File: src/rtl/alu_wb_queue_if.sv
// Handshake bundle between the ALU, the branch unit and the writeback/bypass port.
interface alu_wb_queue_if #(
    parameter int DATA_W  = 32,
    parameter int FLAGS_W = 6,
    parameter int PREG_W  = 7,
    parameter int ROB_W   = 7,
    parameter int BMASK_W = 4
) ();
    logic               in_valid_i;
    logic               in_ready_o;
    logic [DATA_W-1:0]  result_i;
    logic [FLAGS_W-1:0] flags_i;
    logic [PREG_W-1:0]  pdest_i;
    logic               dest_valid_i;
    logic [ROB_W-1:0]   rob_id_i;
    logic [BMASK_W-1:0] bmask_i;
    logic               ctrl_valid_i;
    logic               ctrl_mispredict_i;
    logic [BMASK_W-1:0] ctrl_tag_i;
    logic               flush_i;
    logic               out_valid_o;
    logic               out_ready_i;
    logic [DATA_W-1:0]  out_data_o;
    logic [FLAGS_W-1:0] out_flags_o;
    logic [PREG_W-1:0]  out_pdest_o;
    logic               out_dest_valid_o;
    logic [ROB_W-1:0]   out_rob_id_o;
    logic [BMASK_W-1:0] out_bmask_o;
    logic               bypass_valid_o;
    logic [PREG_W-1:0]  bypass_tag_o;
    logic [DATA_W-1:0]  bypass_data_o;

    modport slave (
        input  in_valid_i, result_i, flags_i, pdest_i, dest_valid_i, rob_id_i, bmask_i,
        input  ctrl_valid_i, ctrl_mispredict_i, ctrl_tag_i, flush_i, out_ready_i,
        output in_ready_o, out_valid_o, out_data_o, out_flags_o, out_pdest_o,
        output out_dest_valid_o, out_rob_id_o, out_bmask_o,
        output bypass_valid_o, bypass_tag_o, bypass_data_o
    );

    modport master (
        output in_valid_i, result_i, flags_i, pdest_i, dest_valid_i, rob_id_i, bmask_i,
        output ctrl_valid_i, ctrl_mispredict_i, ctrl_tag_i, flush_i, out_ready_i,
        input  in_ready_o, out_valid_o, out_data_o, out_flags_o, out_pdest_o,
        input  out_dest_valid_o, out_rob_id_o, out_bmask_o,
        input  bypass_valid_o, bypass_tag_o, bypass_data_o
    );
endinterface

File: src/rtl/alu_wb_queue.sv
// In-order execute-to-writeback queue with branch-mask squashing.
// Optional ALU_WB_SKID_BYPASS_EN: forward straight to writeback when the queue is empty.
module alu_wb_queue #(
    parameter int DATA_W  = 32,
    parameter int FLAGS_W = 6,
    parameter int PREG_W  = 7,
    parameter int ROB_W   = 7,
    parameter int BMASK_W = 4,
    parameter int DEPTH   = 2
) (
    input  logic          clk,
    input  logic          reset,
    alu_wb_queue_if.slave bus
);
    localparam int PTR_W = $clog2(DEPTH);
    localparam int CNT_W = PTR_W + 1;

    typedef struct packed {
        logic               occ;
        logic               live;
        logic [DATA_W-1:0]  data;
        logic [FLAGS_W-1:0] flags;
        logic [PREG_W-1:0]  pdest;
        logic               dest_valid;
        logic [ROB_W-1:0]   rob_id;
        logic [BMASK_W-1:0] bmask;
    } entry_t;

    entry_t             mem_q [DEPTH];
    entry_t             mem_d [DEPTH];
    logic [PTR_W-1:0]   head_q, head_d;
    logic [PTR_W-1:0]   tail_q, tail_d;
    logic [CNT_W-1:0]   count_q, count_d;

    entry_t             head_e_s;
    entry_t             in_e_s;
    logic               resolve_s;
    logic               mispred_s;
    logic               kill_head_s;
    logic               in_kill_s;
    logic               in_ready_s;
    logic               head_valid_s;
    logic               skid_s;
    logic               enq_s;
    logic               pop_s;
    logic               out_valid_s;
    logic               out_dv_s;

    // Handshake decisions derived from registered state and this cycle's events
    always_comb begin
        head_e_s     = mem_q[head_q];
        resolve_s    = bus.ctrl_valid_i & ~bus.ctrl_mispredict_i;
        mispred_s    = bus.ctrl_valid_i & bus.ctrl_mispredict_i;
        kill_head_s  = mispred_s & (|(head_e_s.bmask & bus.ctrl_tag_i));
        in_kill_s    = mispred_s & (|(bus.bmask_i & bus.ctrl_tag_i));
        in_ready_s   = (count_q < CNT_W'(DEPTH)) & ~bus.flush_i;
        head_valid_s = head_e_s.occ & head_e_s.live & ~kill_head_s & ~bus.flush_i;

        in_e_s.occ        = 1'b1;
        in_e_s.live       = ~in_kill_s;
        in_e_s.data       = bus.result_i;
        in_e_s.flags      = bus.flags_i;
        in_e_s.pdest      = bus.pdest_i;
        in_e_s.dest_valid = bus.dest_valid_i;
        in_e_s.rob_id     = bus.rob_id_i;
        if (bus.ctrl_valid_i) begin
            in_e_s.bmask = bus.bmask_i & ~bus.ctrl_tag_i;
        end else begin
            in_e_s.bmask = bus.bmask_i;
        end

`ifdef ALU_WB_SKID_BYPASS_EN
        skid_s = (count_q == CNT_W'(0)) & bus.out_ready_i & bus.in_valid_i &
                 ~in_kill_s & ~bus.flush_i;
`else
        skid_s = 1'b0;
`endif

        enq_s = bus.in_valid_i & in_ready_s & ~skid_s;
        // Dead or just-killed heads drain without waiting for the consumer
        pop_s = ~bus.flush_i & head_e_s.occ &
                ((head_valid_s & bus.out_ready_i) | ~head_e_s.live | kill_head_s);
    end

    // Writeback and bypass port drive, from the head or the skid path
    always_comb begin
        bus.in_ready_o = in_ready_s;
        if (skid_s) begin
            out_valid_s          = 1'b1;
            out_dv_s             = in_e_s.dest_valid;
            bus.out_data_o       = in_e_s.data;
            bus.out_flags_o      = in_e_s.flags;
            bus.out_pdest_o      = in_e_s.pdest;
            bus.out_rob_id_o     = in_e_s.rob_id;
            bus.out_bmask_o      = in_e_s.bmask;
        end else begin
            out_valid_s          = head_valid_s;
            out_dv_s             = head_e_s.dest_valid;
            bus.out_data_o       = head_e_s.data;
            bus.out_flags_o      = head_e_s.flags;
            bus.out_pdest_o      = head_e_s.pdest;
            bus.out_rob_id_o     = head_e_s.rob_id;
            if (bus.ctrl_valid_i) begin
                bus.out_bmask_o  = head_e_s.bmask & ~bus.ctrl_tag_i;
            end else begin
                bus.out_bmask_o  = head_e_s.bmask;
            end
        end
        bus.out_valid_o      = out_valid_s;
        bus.out_dest_valid_o = out_dv_s;
        bus.bypass_valid_o   = out_valid_s & bus.out_ready_i & out_dv_s;
        bus.bypass_tag_o     = bus.out_pdest_o;
        bus.bypass_data_o    = bus.out_data_o;
    end

    // Next queue state: flush, branch resolution, pop, then enqueue
    always_comb begin
        mem_d   = mem_q;
        head_d  = head_q;
        tail_d  = tail_q;
        count_d = count_q;
        if (bus.flush_i) begin
            for (int i = 0; i < DEPTH; i++) begin
                mem_d[i].occ = 1'b0;
            end
            head_d  = '0;
            tail_d  = '0;
            count_d = '0;
        end else begin
            for (int i = 0; i < DEPTH; i++) begin
                if (mem_q[i].occ && resolve_s) begin
                    mem_d[i].bmask = mem_q[i].bmask & ~bus.ctrl_tag_i;
                end else if (mem_q[i].occ && mispred_s && (|(mem_q[i].bmask & bus.ctrl_tag_i))) begin
                    mem_d[i].live = 1'b0;
                end else begin
                    mem_d[i] = mem_q[i];
                end
            end
            if (pop_s) begin
                mem_d[head_q].occ = 1'b0;
                head_d            = head_q + PTR_W'(1);
            end else begin
                head_d = head_q;
            end
            if (enq_s) begin
                mem_d[tail_q] = in_e_s;
                tail_d        = tail_q + PTR_W'(1);
            end else begin
                tail_d = tail_q;
            end
            count_d = count_q + CNT_W'(enq_s) - CNT_W'(pop_s);
        end
    end

    // State registers with synchronous reset
    always_ff @(posedge clk) begin
        if (reset) begin
            for (int i = 0; i < DEPTH; i++) begin
                mem_q[i] <= '0;
            end
            head_q  <= '0;
            tail_q  <= '0;
            count_q <= '0;
        end else begin
            mem_q   <= mem_d;
            head_q  <= head_d;
            tail_q  <= tail_d;
            count_q <= count_d;
        end
    end
endmodule

File: src/flat_wrapper.sv
// flat-port wrapper written by rule: the top's interface ports become plain ports
module alu_wb_queue_flat 
#(
    parameter int DATA_W  = 32,
    parameter int FLAGS_W = 6,
    parameter int PREG_W  = 7,
    parameter int ROB_W   = 7,
    parameter int BMASK_W = 4,
    parameter int DEPTH   = 2
)
  (clk, reset, bus_in_valid_i, bus_result_i, bus_flags_i, bus_pdest_i, bus_dest_valid_i, bus_rob_id_i, bus_bmask_i, bus_ctrl_valid_i, bus_ctrl_mispredict_i, bus_ctrl_tag_i, bus_flush_i, bus_out_ready_i, bus_in_ready_o, bus_out_valid_o, bus_out_data_o, bus_out_flags_o, bus_out_pdest_o, bus_out_dest_valid_o, bus_out_rob_id_o, bus_out_bmask_o, bus_bypass_valid_o, bus_bypass_tag_o, bus_bypass_data_o);
  alu_wb_queue_if #(.DATA_W(DATA_W), .FLAGS_W(FLAGS_W), .PREG_W(PREG_W), .ROB_W(ROB_W), .BMASK_W(BMASK_W)) bus_i ();
  input  logic clk;
  input  logic reset;
  input wire logic [$bits(bus_i.in_valid_i)-1:0] bus_in_valid_i;
  input wire logic [$bits(bus_i.result_i)-1:0] bus_result_i;
  input wire logic [$bits(bus_i.flags_i)-1:0] bus_flags_i;
  input wire logic [$bits(bus_i.pdest_i)-1:0] bus_pdest_i;
  input wire logic [$bits(bus_i.dest_valid_i)-1:0] bus_dest_valid_i;
  input wire logic [$bits(bus_i.rob_id_i)-1:0] bus_rob_id_i;
  input wire logic [$bits(bus_i.bmask_i)-1:0] bus_bmask_i;
  input wire logic [$bits(bus_i.ctrl_valid_i)-1:0] bus_ctrl_valid_i;
  input wire logic [$bits(bus_i.ctrl_mispredict_i)-1:0] bus_ctrl_mispredict_i;
  input wire logic [$bits(bus_i.ctrl_tag_i)-1:0] bus_ctrl_tag_i;
  input wire logic [$bits(bus_i.flush_i)-1:0] bus_flush_i;
  input wire logic [$bits(bus_i.out_ready_i)-1:0] bus_out_ready_i;
  output wire logic [$bits(bus_i.in_ready_o)-1:0] bus_in_ready_o;
  output wire logic [$bits(bus_i.out_valid_o)-1:0] bus_out_valid_o;
  output wire logic [$bits(bus_i.out_data_o)-1:0] bus_out_data_o;
  output wire logic [$bits(bus_i.out_flags_o)-1:0] bus_out_flags_o;
  output wire logic [$bits(bus_i.out_pdest_o)-1:0] bus_out_pdest_o;
  output wire logic [$bits(bus_i.out_dest_valid_o)-1:0] bus_out_dest_valid_o;
  output wire logic [$bits(bus_i.out_rob_id_o)-1:0] bus_out_rob_id_o;
  output wire logic [$bits(bus_i.out_bmask_o)-1:0] bus_out_bmask_o;
  output wire logic [$bits(bus_i.bypass_valid_o)-1:0] bus_bypass_valid_o;
  output wire logic [$bits(bus_i.bypass_tag_o)-1:0] bus_bypass_tag_o;
  output wire logic [$bits(bus_i.bypass_data_o)-1:0] bus_bypass_data_o;
  assign bus_i.in_valid_i = bus_in_valid_i;
  assign bus_i.result_i = bus_result_i;
  assign bus_i.flags_i = bus_flags_i;
  assign bus_i.pdest_i = bus_pdest_i;
  assign bus_i.dest_valid_i = bus_dest_valid_i;
  assign bus_i.rob_id_i = bus_rob_id_i;
  assign bus_i.bmask_i = bus_bmask_i;
  assign bus_i.ctrl_valid_i = bus_ctrl_valid_i;
  assign bus_i.ctrl_mispredict_i = bus_ctrl_mispredict_i;
  assign bus_i.ctrl_tag_i = bus_ctrl_tag_i;
  assign bus_i.flush_i = bus_flush_i;
  assign bus_i.out_ready_i = bus_out_ready_i;
  assign bus_in_ready_o = bus_i.in_ready_o;
  assign bus_out_valid_o = bus_i.out_valid_o;
  assign bus_out_data_o = bus_i.out_data_o;
  assign bus_out_flags_o = bus_i.out_flags_o;
  assign bus_out_pdest_o = bus_i.out_pdest_o;
  assign bus_out_dest_valid_o = bus_i.out_dest_valid_o;
  assign bus_out_rob_id_o = bus_i.out_rob_id_o;
  assign bus_out_bmask_o = bus_i.out_bmask_o;
  assign bus_bypass_valid_o = bus_i.bypass_valid_o;
  assign bus_bypass_tag_o = bus_i.bypass_tag_o;
  assign bus_bypass_data_o = bus_i.bypass_data_o;
  alu_wb_queue #(.DATA_W(DATA_W), .FLAGS_W(FLAGS_W), .PREG_W(PREG_W), .ROB_W(ROB_W), .BMASK_W(BMASK_W), .DEPTH(DEPTH)) u_core (.clk(clk), .reset(reset), .bus(bus_i));
endmodule
File: config.mk
export PLATFORM = sky130hd
export DESIGN_NAME = alu_wb_queue_flat
export DESIGN_NICKNAME = d
export VERILOG_FILES = /design/src/rtl/alu_wb_queue_if.sv /design/src/rtl/alu_wb_queue.sv /design/src/flat_wrapper.sv
export SDC_FILE = /design/constraint.sdc
export NUM_CORES = 1
export LEC_CHECK = 0
export BUFFER_PORTS_ARGS = -buffer_cell sky130_fd_sc_hd__buf_4
export CAP_MARGIN = 20
export CORE_AREA = 2 2 109 111
export DETAILED_ROUTE_END_ITERATION = 16
export DIE_AREA = 0 0 111 113
export GPL_TIMING_DRIVEN = 0
export PLACE_DENSITY_LB_ADDON = 0.1
export SYNTH_ARGS = -nofsm -noshare
export SYNTH_HDL_FRONTEND = slang
export SYNTH_SLANG_ARGS = --single-unit
File: constraint.sdc
create_clock -name clk -period 3.22 [get_ports clk]
set_input_delay 0.322 -clock clk [delete_from_list [all_inputs] [get_ports clk]]
set_output_delay 0.322 -clock clk [all_outputs]
set_load 0.05 [all_outputs]
==> results, run 1 <==
- The flow ran to the end, and the final reports show no timing, DRC or antenna violations.
- Synthesis inferred 122 register bits.
- The total CTS buffers is 17.
- The total congestion overflow after global routing is 0.
- At the later pin of the worst-skew pair, clock insertion delay measures just over 0.4 ns.
- In the global route stage, overall resource usage came out at 0.245.
- The power density relative to cell area is 563 nW/um2.
- In the finished design, the share of the clock period the worst path needs comes to 0.868.
- The initial core utilization is 0.490.
- The row count is 39.
- The number of max-slew violations in the final report is 0.
- The number of global-route vias before repair is about 5200.
- The post-synthesis to final-layout area growth is 37.5%.
- The most frequent standard cell in the layout excluding fill and tap cells is sky130_fd_sc_hd__nand2_1.
- The setup clock skew after layout is 0.00740 ns.
- The mean number of vias per cell is 5.17.
- The worst slew slack as a fraction of its limit is 0.510.
- Setup repair after global routing left no endpoint under its margin.
- The cts-stage hold buffer count is 0.
- The number of enable flip-flop cells after synthesis is 0.
- In this run, distinct cell masters in the synthesized netlist total 33.
- The number of setup violations in the final report is 0.
- The library cells used most frequently in the layout, excluding fill and tap cells, are 230 x sky130_fd_sc_hd__nand2_1, 210 x sky130_fd_sc_hd__buf_4, 122 x sky130_fd_sc_hd__dfxtp_1, 118 x sky130_fd_sc_hd__a21oi_1, 54 x sky130_fd_sc_hd__mux2_2.
- After layout, the design draws a total of roughly 4.3 mW.
- Data on the critical path is required at its endpoint by 2.90 ns.
- After detailed routing, the average wire length per cell comes to approximately 15 um.
- The pre-antenna-repair detailed-routing pass consisted of 5 iterations.
- Gates resized during post-CTS repair numbered 0.
- The first global-routing pass estimated 24900 um of wire.
- The worst-case IR drop observed on VDD is about 0.00032 V.
- The repair_antennas step left the layout with diodes totalling 0.
- Routability-driven placement finished with a final weighted congestion of 0.844.
- In this run the worst path has a maximum fanout of 10.
- The startpoint identified for the worst register-to-register timing path is u_core.head_q.
- The number of hold-slack violations in the final timing report is 0.
- In this run the number of H-tree levels came out at 4.
- The capturing element type of the critical path is an output pin.
- The CTS tree is built.
- The setup TNS after final layout is 0 ns.
- Of the synthesized area, sequential elements account for 0.442.
- The clock period could shrink to 2.79 ns.
- At the pin with the least slew margin, the transition time is 0.734 ns.
- Summing every instance area after synthesis gives 5520 um2.
- The width of the chip is 111 um.
- The number of antenna violations at the first check in global routing was 0.
- For the worst flop-to-flop path, the logic depth is 10.
- The leakage power of the design is 3.24 nW.
- The synthesized area per cell is roughly 8.1 um2.
- The die footprint is 12500 um2.
- Clock tree synthesis found a total of 122 sinks.
- The number of top-level pins is 167.
- The most critical setup path has its endpoint at bus_out_data_o[2].
- The primary flip-flop cell chosen by synthesis mapping is sky130_fd_sc_hd__dfxtp_1.
- The net count of the finished layout is 933.
- The number of nets in the synthesized netlist is 748.
- The pin count of the biggest net entering global routing is 17.
- The flop-to-flop setup slack is 0.79 ns.
- The buffer levels on the longest clock path is 2.
- The clock edge transition at the registers on the reported setup and hold paths is 0.06 ns.
- The number of warnings issued by yosys is 0.
- After synthesis, the share of flip-flops with an asynchronous set or reset is 0.
- The total wire length is 15500 um.
- The total number of vias is roughly 5300.
- Detailed placement ended at an HPWL of approximately 11000 um.
- From bottom edge to top edge, the die measures ~110 um.
- After detailed routing, the number of remaining DRC violations is 0.
- The worst setup path is launched from a register.
- In the final layout, the share of cells above drive strength 1 is 0.361.
- Once detail routing completed, the nets flagged for antenna violations numbered 0.
- Once layout is complete, the utilization of the core stands at 0.674.
- The worst setup path is of the register to output pin kind.
- The endpoint identified for the worst register-to-register timing path is u_core.count_q[1].
- Buffers added to address setup during post-CTS repair amount to 0.
- Port buffering added ~170 buffers.
- The first-iteration detailed-routing DRC count is 273.
- The critical path data arrival time is 2.47 ns.
- The source of the critical timing path is u_core.head_q.
- Max-cap violations in this run came to 0.
- The type of the worst min-delay path is input port to register.
- For this run, the top clock speed supported by timing is 358 MHz.
- The cell count after synthesis is 679.
- The cell at the root of the clock tree is sky130_fd_sc_hd__clkbuf_16.
- The area of the core region is 11300 um2.
## metal layers
layer,global-route usage,up-vias,share of wire
li1,-,2595,-
met1,0.312,2469,0.43
met2,0.419,188,0.49
met3,0.0637,20,0.068
met4,0.0625,0,0.012
met5,0,-,0
## worst min-delay path by stage
| stage | from | to | slack (ns) | cells past startpoint |
|---|---|---|---|---|
| 5_1_grt | bus_pdest_i[5] | u_core.mem_q[17] | 0.15 | 3 |
| 6_report | bus_rob_id_i[0] | u_core.mem_q[4] | 0.17 | 3 |
| 4_1_cts | bus_result_i[6] | u_core.mem_q[31] | 0.16 | 3 |
| 2_1_floorplan | u_core.mem_q[10] | u_core.mem_q[10] | 0.43 | 2 |
| 3_5_place_dp | u_core.mem_q[50] | u_core.mem_q[50] | 0.44 | 2 |
| 3_3_place_gp | u_core.mem_q[7] | u_core.mem_q[7] | 0.44 | 2 |
## flip-flops by register name, summed over array words and instances (netlist names)
| name | flops |
|---|---|
| u_core.tail_q | 1 |
| u_core.head_q | 1 |
| u_core.mem_q | 118 |
| u_core.count_q | 2 |
## cell usage after synthesis, types with 2 or more instances
| library cell | number | area share |
|---|---|---|
| sky130_fd_sc_hd__a21oi_1 | 118 | 0.11 |
| sky130_fd_sc_hd__a22oi_1 | 8 | 0.011 |
| sky130_fd_sc_hd__a31oi_1 | 3 | 0.0034 |
| sky130_fd_sc_hd__and2_1 | 6 | 0.0068 |
| sky130_fd_sc_hd__buf_2 | 15 | 0.014 |
| sky130_fd_sc_hd__buf_4 | 44 | 0.060 |
| sky130_fd_sc_hd__clkbuf_1 | 25 | 0.017 |
| sky130_fd_sc_hd__dfxtp_1 | 122 | 0.44 |
| sky130_fd_sc_hd__mux2_2 | 54 | 0.11 |
| sky130_fd_sc_hd__mux2_4 | 2 | 0.0054 |
| sky130_fd_sc_hd__mux2i_1 | 4 | 0.0072 |
| sky130_fd_sc_hd__nand2_1 | 230 | 0.16 |
| sky130_fd_sc_hd__nand2b_1 | 4 | 0.0045 |
| sky130_fd_sc_hd__nand3_1 | 16 | 0.014 |
| sky130_fd_sc_hd__nor2_1 | 5 | 0.0034 |
| sky130_fd_sc_hd__nor3b_1 | 2 | 0.0027 |
| sky130_fd_sc_hd__o21ai_0 | 2 | 0.0018 |
| sky130_fd_sc_hd__o31ai_1 | 2 | 0.0027 |
| sky130_fd_sc_hd__or3_1 | 2 | 0.0023 |
| sky130_fd_sc_hd__xor2_1 | 2 | 0.0032 |
## layout make-up
class | instances | area, um2
repair buffers | 166 | 1250
multi-input cells | 471 | 2570
flip-flops and latches | 122 | 2440
plain buffers | 86 | 514
clock inverters | 13 | 218
clock buffers | 18 | 429
well taps | 143 | 179
fillers | 930 | 3680
## logic make-up (layout without fill, tap and decap cells)
group                      count (synthesis)  count (layout)  synth area share
and+or+nand+nor                          270             270             0.199
buffers and inverters                     86             283            0.0931
muxes                                     61              61             0.125
adders and majority gates                  1               1           0.00226
xor gates and xnor gates                   3               3           0.00476
AOI/OAI and AO/OA                        136             136             0.134
DFF                                      122             122             0.442
## power by group
| part | internal [mW] | switching (mW) | total, mW |
|---|---|---|---|
| sequential | 1.55 | 0.0230 | 1.58 |
| clock | 1.38 | 0.692 | 2.07 |
| combinational | 0.229 | 0.399 | 0.628 |
## critical path: stages (launching register included)
cell,delay (ns)
sky130_fd_sc_hd__dfxtp_1,0.33
sky130_fd_sc_hd__buf_6,0.15
sky130_fd_sc_hd__clkbuf_1,0.48
sky130_fd_sc_hd__buf_2,0.38
sky130_fd_sc_hd__mux2_2,0.41
sky130_fd_sc_hd__buf_4,0.14
sky130_fd_sc_hd__buf_4,0.18
## through the flow
step,instance area (um2),worst slack [ns],instances,hold WS [ns]
2_1_floorplan,5520,0.786,679,0.433
3_3_place_gp,6950,0.876,988,0.438
3_5_place_dp,6950,0.828,988,0.443
4_1_cts,7600,0.429,1019,0.159
5_1_grt,7600,0.286,1019,0.155
6_report,7600,0.426,1019,0.169
Power figures use the tool's default switching activity.
==> inputs of run 2 (changes only) <==
Settings changed: CELL_PAD_IN_SITES_DETAIL_PLACEMENT set to 1, CELL_PAD_IN_SITES_GLOBAL_PLACEMENT set to 1, CORE_AREA 2 2 109 111 to 2 2 121 123, DIE_AREA 0 0 111 113 to 0 0 123 125.
==> results, run 2 (synthesis gave the netlist of run 1 again) <==
- The HPWL after detailed placement is 13200 um (+16%).
- The width of the chip came to 123 um (+11%).
- The total routing usage reported by global routing is 0.245 (-0.000331).
- The final setup slack of the worst path came to 0.325 ns (-0.101 ns).
- The die footprint is 15400 um2 (+23%).
- The number of H-tree levels is 4 (unchanged).
- The global-route wire length before repair is 29100 um (+17%).
- The number of nets in the final layout came to 933 (unchanged).
- The maximum operating frequency is 345 MHz (-3.5%).
- The endpoint required time on the critical path is 2.90 ns (about the same).
- The leakage power of the design is 3.23 nW (-0.14%).
- The area of the core region was 14200 um2 (+26%).
- The total congestion overflow after global routing is 0 (unchanged).
- The total wire length is 18500 um (+19%).
- The total CTS buffers is 17 (unchanged).
- Leaving out fill and tap cells, the most frequent cell in the layout is sky130_fd_sc_hd__nand2_1.
- The cts-stage hold buffer count came to 0 (unchanged).
- The number of max-slew violations in the final report came to 0 (unchanged).
- The fraction of the core area covered by cells at the end of the flow came to 0.538 (-0.136).
- The count of max-cap constraint violations is 0 (unchanged).
- The clock net sink count was 122 (unchanged).
- The share of post-route cells with drive strength above 1 came to 0.360 (-0.000411).
- The die span in y is 125 um (+11%).
- TritonCTS built the clock tree.
- The tree is rooted in a sky130_fd_sc_hd__clkbuf_16.
- The maximum vdd ir drop is 0.000381 V (+20%).
- The peak fanout along the critical path is 10 (unchanged).
- The pin count of the biggest net entering global routing is 17 (unchanged).
- Setup repair after global routing left no endpoint under its margin.
- The remaining design rule violation count came to 0 (unchanged).
- The mean number of vias per cell is 5.15 (-0.53%).
- The largest registers in the layout are u_core.mem_q x118, u_core.count_q x2.
- The count of nets left with antenna violations after detail routing is 0 (unchanged).
- The power consumption is 4.27 mW (about the same).
- The clock edge transition at the registers on the reported setup and hold paths came to 0.06 ns (about the same).
- The power density relative to cell area came to 559 nW/um2 (-0.66%).
- STA classifies the critical path endpoint as an output pin.
- The number of antenna violations at the first check in global routing was 0 (unchanged).
- The register with the most flip-flops in the final layout is u_core.mem_q.
- The number of setup violations in the final report came to 0 (unchanged).
- The post-cts resize count came to 0 (unchanged).
- The initial core utilization is 0.389 (-0.101).
- The critical path data arrival time is 2.57 ns (+0.10 ns).
- The share of the cycle needed by the critical path after routing was 0.899 (+0.0312).
- The library cells used most frequently in the layout, excluding fill and tap cells, are 230 x sky130_fd_sc_hd__nand2_1, 210 x sky130_fd_sc_hd__buf_4, 122 x sky130_fd_sc_hd__dfxtp_1, 118 x sky130_fd_sc_hd__a21oi_1, 54 x sky130_fd_sc_hd__mux2_2.
- The routed wirelength normalized by instance count is 17.4 um (+14%).
- The row count is 44 (+13%).
- The insertion delay of the later-clocked pin in the worst-skew pair is 0.42 ns (about the same).
- The buffer levels on the longest clock path is 2 (unchanged).
- The setup path with the least slack is of type register to output pin.
- The worst-case reg-to-reg path depth is 10 (unchanged).
- The flow ran to the end, and the final reports show no timing, DRC or antenna violations.
- The setup TNS after final layout is 0 ns (unchanged).
- The worst slack at placement is 0.771 ns (-0.0570 ns).
- The number of global-route vias before repair is 5723 (+10%).
- The count of buffers added by post-CTS timing repair for setup is 0 (unchanged).
- The actual slew at the worst max-slew pin is 0.794 ns (+0.0598 ns).
- The count of input and output buffers came to 166 (unchanged).
- The type of the worst min-delay path is input port to register.
- The number of cells traversed by the worst hold path is 3 (unchanged).
- The worst slew slack as a fraction of its limit is 0.471 (-0.0399).
- The number of hold-slack violations in the final timing report was 0 (unchanged).
- The total iterations of the first detailed-routing run was 4 (-1).
- The worst setup path is launched from a register.
- The number of top-level pins came to 167 (unchanged).
- The post-synthesis to final-layout area growth is 38.3%.
- The total number of vias is 5460 (+3.6%).
- The weighted congestion reported at the end of routability-driven placement is 0.851 (+0.85%).
- The first-iteration detailed-routing DRC count is 287 (+5.1%).
- The diode insertion count for antenna repair is 0 (unchanged).
- The final critical path time including I/O delays and setup is 2.89 ns (+0.101 ns).
- The setup clock skew after layout was 0.00782 ns (+0.000425 ns).
- The flip-flop count of the largest register, all copies and words added is 118 (unchanged).
run 2: metal layers:
metal	wire [um]	track usage	up-vias	share of wire
li1	-	-	2591	-
met1	7900	0.297	2689	0.43
met2	9400	0.423	157	0.51
met3	914	0.0552	23	0.049
met4	299	0.0849	0	0.016
met5	0	0	-	0
run 2: final timing paths:
| kind | from | end | slack [ns] |
|---|---|---|---|
| min reg2reg | u_core.mem_q[65] | u_core.mem_q[65] | 0.46 |
| min | bus_rob_id_i[4] | u_core.mem_q[67] | 0.16 |
| max | u_core.head_q | bus_out_data_o[27] | 0.33 |
| max reg2reg | u_core.head_q | u_core.count_q[1] | 0.80 |
run 2: area by class of cell:
| class | instances | area (um2) |
|---|---|---|
| Clock buffer | 22 | 474 |
| Timing Repair Buffer | 166 | 1250 |
| Multi-Input combinational cell | 471 | 2570 |
| Buffer | 86 | 514 |
| Sequential cell | 122 | 2440 |
| Fill cell | 1702 | 6560 |
| Tap cell | 184 | 230 |
| Clock inverter | 10 | 165 |
run 2: where the power goes:
part / internal, mW / switching [mW] / total (mW)
Clock: 1.36 / 0.696 / 2.05
Combinational: 0.229 / 0.410 / 0.639
Sequential: 1.55 / 0.0247 / 1.58
Total: 3.14 / 1.13 / 4.27
run 2: through the flow:
stage                     instance area [um2]  std cells  hold slack [ns]
after global routing                     7640       1061            0.146
after floorplan                          5520        679            0.433
after global placement                   7000       1029            0.438
after CTS                                7640       1061            0.145
final                                    7640       1061            0.157
after detailed placement                 7000       1029            0.448
run 2: worst max-delay path, cell delays in order, from the launching register on:
cell and delay, ns:
sky130_fd_sc_hd__dfxtp_1 0.32, sky130_fd_sc_hd__buf_6 0.16, sky130_fd_sc_hd__clkbuf_1 0.53, sky130_fd_sc_hd__buf_2 0.41, sky130_fd_sc_hd__mux2_2 0.41, sky130_fd_sc_hd__buf_4 0.14
sky130_fd_sc_hd__buf_4 0.18
==> inputs of run 3 (changes only) <==
Settings changed: CORE_AREA 2 2 121 123 to 3 3 145 105, DIE_AREA 0 0 123 125 to 0 0 148 108.
==> results, run 3 (synthesis gave the netlist of run 1 again) <==
- In the layout the commonest cells are 230 x sky130_fd_sc_hd__nand2_1, 210 x sky130_fd_sc_hd__buf_4, 122 x sky130_fd_sc_hd__dfxtp_1, 118 x sky130_fd_sc_hd__a21oi_1, 54 x sky130_fd_sc_hd__mux2_2.
- The most prevalent standard cell on the critical path is sky130_fd_sc_hd__buf_4.
- The worst-case reg-to-reg path depth is 10 (unchanged).
- The routed wirelength normalized by instance count is 17.5 um (+0.34%).
- The die span in y is 108 um (-14%).
- The buffer levels on the longest clock path is 2 (unchanged).
- The final critical path time including I/O delays and setup is 2.89 ns (-0.00861 ns).
- The count of nets left with antenna violations after detail routing is 0 (unchanged).
- The worst hold path begins at bus_pdest_i[5].
- The row count is 36 (-18%).
- The number of setup violations in the final report was 0 (unchanged).
- The peak fanout along the critical path came to 10 (unchanged).
- The total iterations of the first detailed-routing run is 4 (unchanged).
- Grouping stages by cell kind, the critical path spends the most delay in buffers and inverters.
- The delay contributed by the slowest stage of the critical path came to 0.54 ns (about the same).
- The HPWL after detailed placement is 13700 um (+3.4%).
- The global-route wire length before repair came to 29100 um (about the same).
- The actual slew at the worst max-slew pin was 0.688 ns (-0.106 ns).
- The critical path depth in cells was 6 (unchanged).
- The number of antenna violations at the first check in global routing is 0 (unchanged).
- The number of cells traversed by the worst hold path was 3 (unchanged).
- The number of hold-slack violations in the final timing report is 0 (unchanged).
- The type of the worst setup path is register to output pin.
- The cts-stage hold buffer count is 0 (unchanged).
- The CTS tree is built.
- The type of element launching the critical path is a register.
- The weighted congestion reported at the end of routability-driven placement was 0.789 (-7.3%).
- Ranked by flip-flop count, first place goes to u_core.mem_q.
- The initial core utilization is 0.398 (+0.00926).
- The flop-to-flop setup slack is 0.80 ns (about the same).
- The total congestion overflow after global routing was 0 (unchanged).
- The clock edge transition at the registers on the reported setup and hold paths was 0.05 ns (about the same).
- The flip-flop count of the largest register, all copies and words added was 118 (unchanged).
- Setup repair after global routing left no endpoint under its margin.
- The setup TNS after final layout was 0 ns (unchanged).
- The total buffers and inverters traversed by the critical path came to 5 (unchanged).
- The setup clock skew after layout is 0.00488 ns (-0.00294 ns).
- The number of global-route vias before repair is 5710 (-0.23%).
- The total wire length is 18600 um (+0.63%).
- For hold timing, the worst endpoint is u_core.mem_q[76].
- The cell with the largest stage delay on the worst path is sky130_fd_sc_hd__clkbuf_1.
- The count of max-cap constraint violations came to 0 (unchanged).
- The area of the core region is 13900 um2 (-2.3%).
- The count of input and output buffers is 166 (unchanged).
- The mean number of vias per cell is 5.01 (-2.6%).
- The filler cell count in the final layout is 1739 (+2.2%).
- The die footprint was 16000 um2 (+4.0%).
- The count of buffers added by post-CTS timing repair for setup is 0 (unchanged).
- The width of the chip was 148 um (+20%).
- The final instance count without filler cells came to 1064 (+0.28%).
- The maximum operating frequency is 346 MHz (+0.30%).
- The type of the worst min-delay path is input port to register.
- The total number of vias is 5335 (-2.3%).
- The worst register-to-register path ends at u_core.count_q[1].
- The largest registers in the layout are u_core.mem_q x118, u_core.count_q x2.
- The number of H-tree levels is 4 (unchanged).
- The worst slew slack as a fraction of its limit was 0.541 (+0.0706).
- The number of nets in the final layout is 933 (unchanged).
- The clock net sink count came to 122 (unchanged).
- The total CTS buffers was 17 (unchanged).
- The share of the cycle needed by the critical path after routing is 0.896 (-0.00267).
- The signal on the critical path passes through buf_6 -> clkbuf_1 -> buf_2 -> mux2_2 -> buf_4 -> buf_4.
- Compared with the post-synthesis result, the final layout area differs by 36.4%.
- The count of placed standard cells including taps is 1035 (+0.58%).
- The first-iteration detailed-routing DRC count is 234 (-18%).
- The most frequent standard cell in the layout excluding fill and tap cells is sky130_fd_sc_hd__nand2_1.
- The maximum vdd ir drop is 0.000343 V (-9.7%).
- The endpoint required time on the critical path came to 2.90 ns (about the same).
- The remaining design rule violation count is 0 (unchanged).
- The diode insertion count for antenna repair is 0 (unchanged).
- The cell at the root of the clock tree is sky130_fd_sc_hd__clkbuf_16.
- The worst setup path is captured at an output pin.
- The flow ran to the end, and the final reports show no timing, DRC or antenna violations.
- The power density relative to cell area came to 526 nW/um2 (-5.8%).
- The insertion delay of the later-clocked pin in the worst-skew pair is 0.41 ns (about the same).
- The number of top-level pins is 167 (unchanged).
- The pin count of the biggest net entering global routing came to 17 (unchanged).
- The post-cts resize count is 0 (unchanged).
- The total routing usage reported by global routing is 0.231 (-0.0140).
- The leakage power of the design is 3.19 nW (-1.3%).
- The number of max-slew violations in the final report is 0 (unchanged).
- The launching point of the worst reg2reg path is u_core.head_q.
- The share of post-route cells with drive strength above 1 is 0.354 (-0.00677).
- The critical path data arrival time is 2.56 ns (about the same).
run 3: how the worst max path moves through the flow:
stage | startpoint | endpoint | slack, ns
2_1_floorplan | u_core.head_q | bus_bypass_valid_o | 0.79
3_3_place_gp | u_core.head_q | bus_out_data_o[29] | 0.78
3_5_place_dp | u_core.head_q | bus_out_data_o[2] | 0.75
4_1_cts | u_core.head_q | bus_out_data_o[2] | 0.30
5_1_grt | u_core.head_q | bus_out_data_o[13] | 0.24
6_report | u_core.head_q | bus_out_data_o[2] | 0.33
run 3: final cells by class:
type	instances	area (um2)	share of cell area
timing repair buffer	166	1250	0.165
multi-input combinational	471	2570	0.341
tap	190	238	0.0315
buffer	86	514	0.0682
clock inverter	3	40.0	0.00531
sequential	122	2440	0.324
clock buffer	26	489	0.0649
run 3: report_power, final:
group,switching [mW],internal [mW],total [mW]
sequential,0.0241,1.56,1.58
clock,0.639,1.11,1.75
combinational,0.414,0.230,0.643
total,1.08,2.89,3.97
run 3: worst min-delay path, delay by kind of cell:
kind | cells | cell delay [ns]
compound gates | 1 | 0.05
buf+inv | 1 | 0.11
simple gates | 1 | 0.04
run 3: through the flow:
step | total power, mW | utilization | hold WS (ns) | area [um2] | setup slack [ns]
floorplan | 2.01 | - | 0.433 | 5520 | 0.786
global placement | 2.23 | 0.505 | 0.438 | 7010 | 0.781
detailed placement | 2.25 | 0.505 | 0.447 | 7010 | 0.749
CTS | 3.99 | 0.543 | 0.155 | 7540 | 0.302
global route | 4.11 | 0.543 | 0.152 | 7540 | 0.242
finish | 3.97 | 0.543 | 0.165 | 7540 | 0.334
run 3: per-layer routing:
| metal | global-route usage | share of wire | vias to the layer above |
|---|---|---|---|
| met1 | 0.294 | 0.46 | 2620 |
| li1 | - | - | 2580 |
| met4 | 0.0521 | 0.0070 | 0 |
| met5 | 0 | 0 | - |
| met2 | 0.401 | 0.48 | 124 |
| met3 | 0.0561 | 0.052 | 11 |
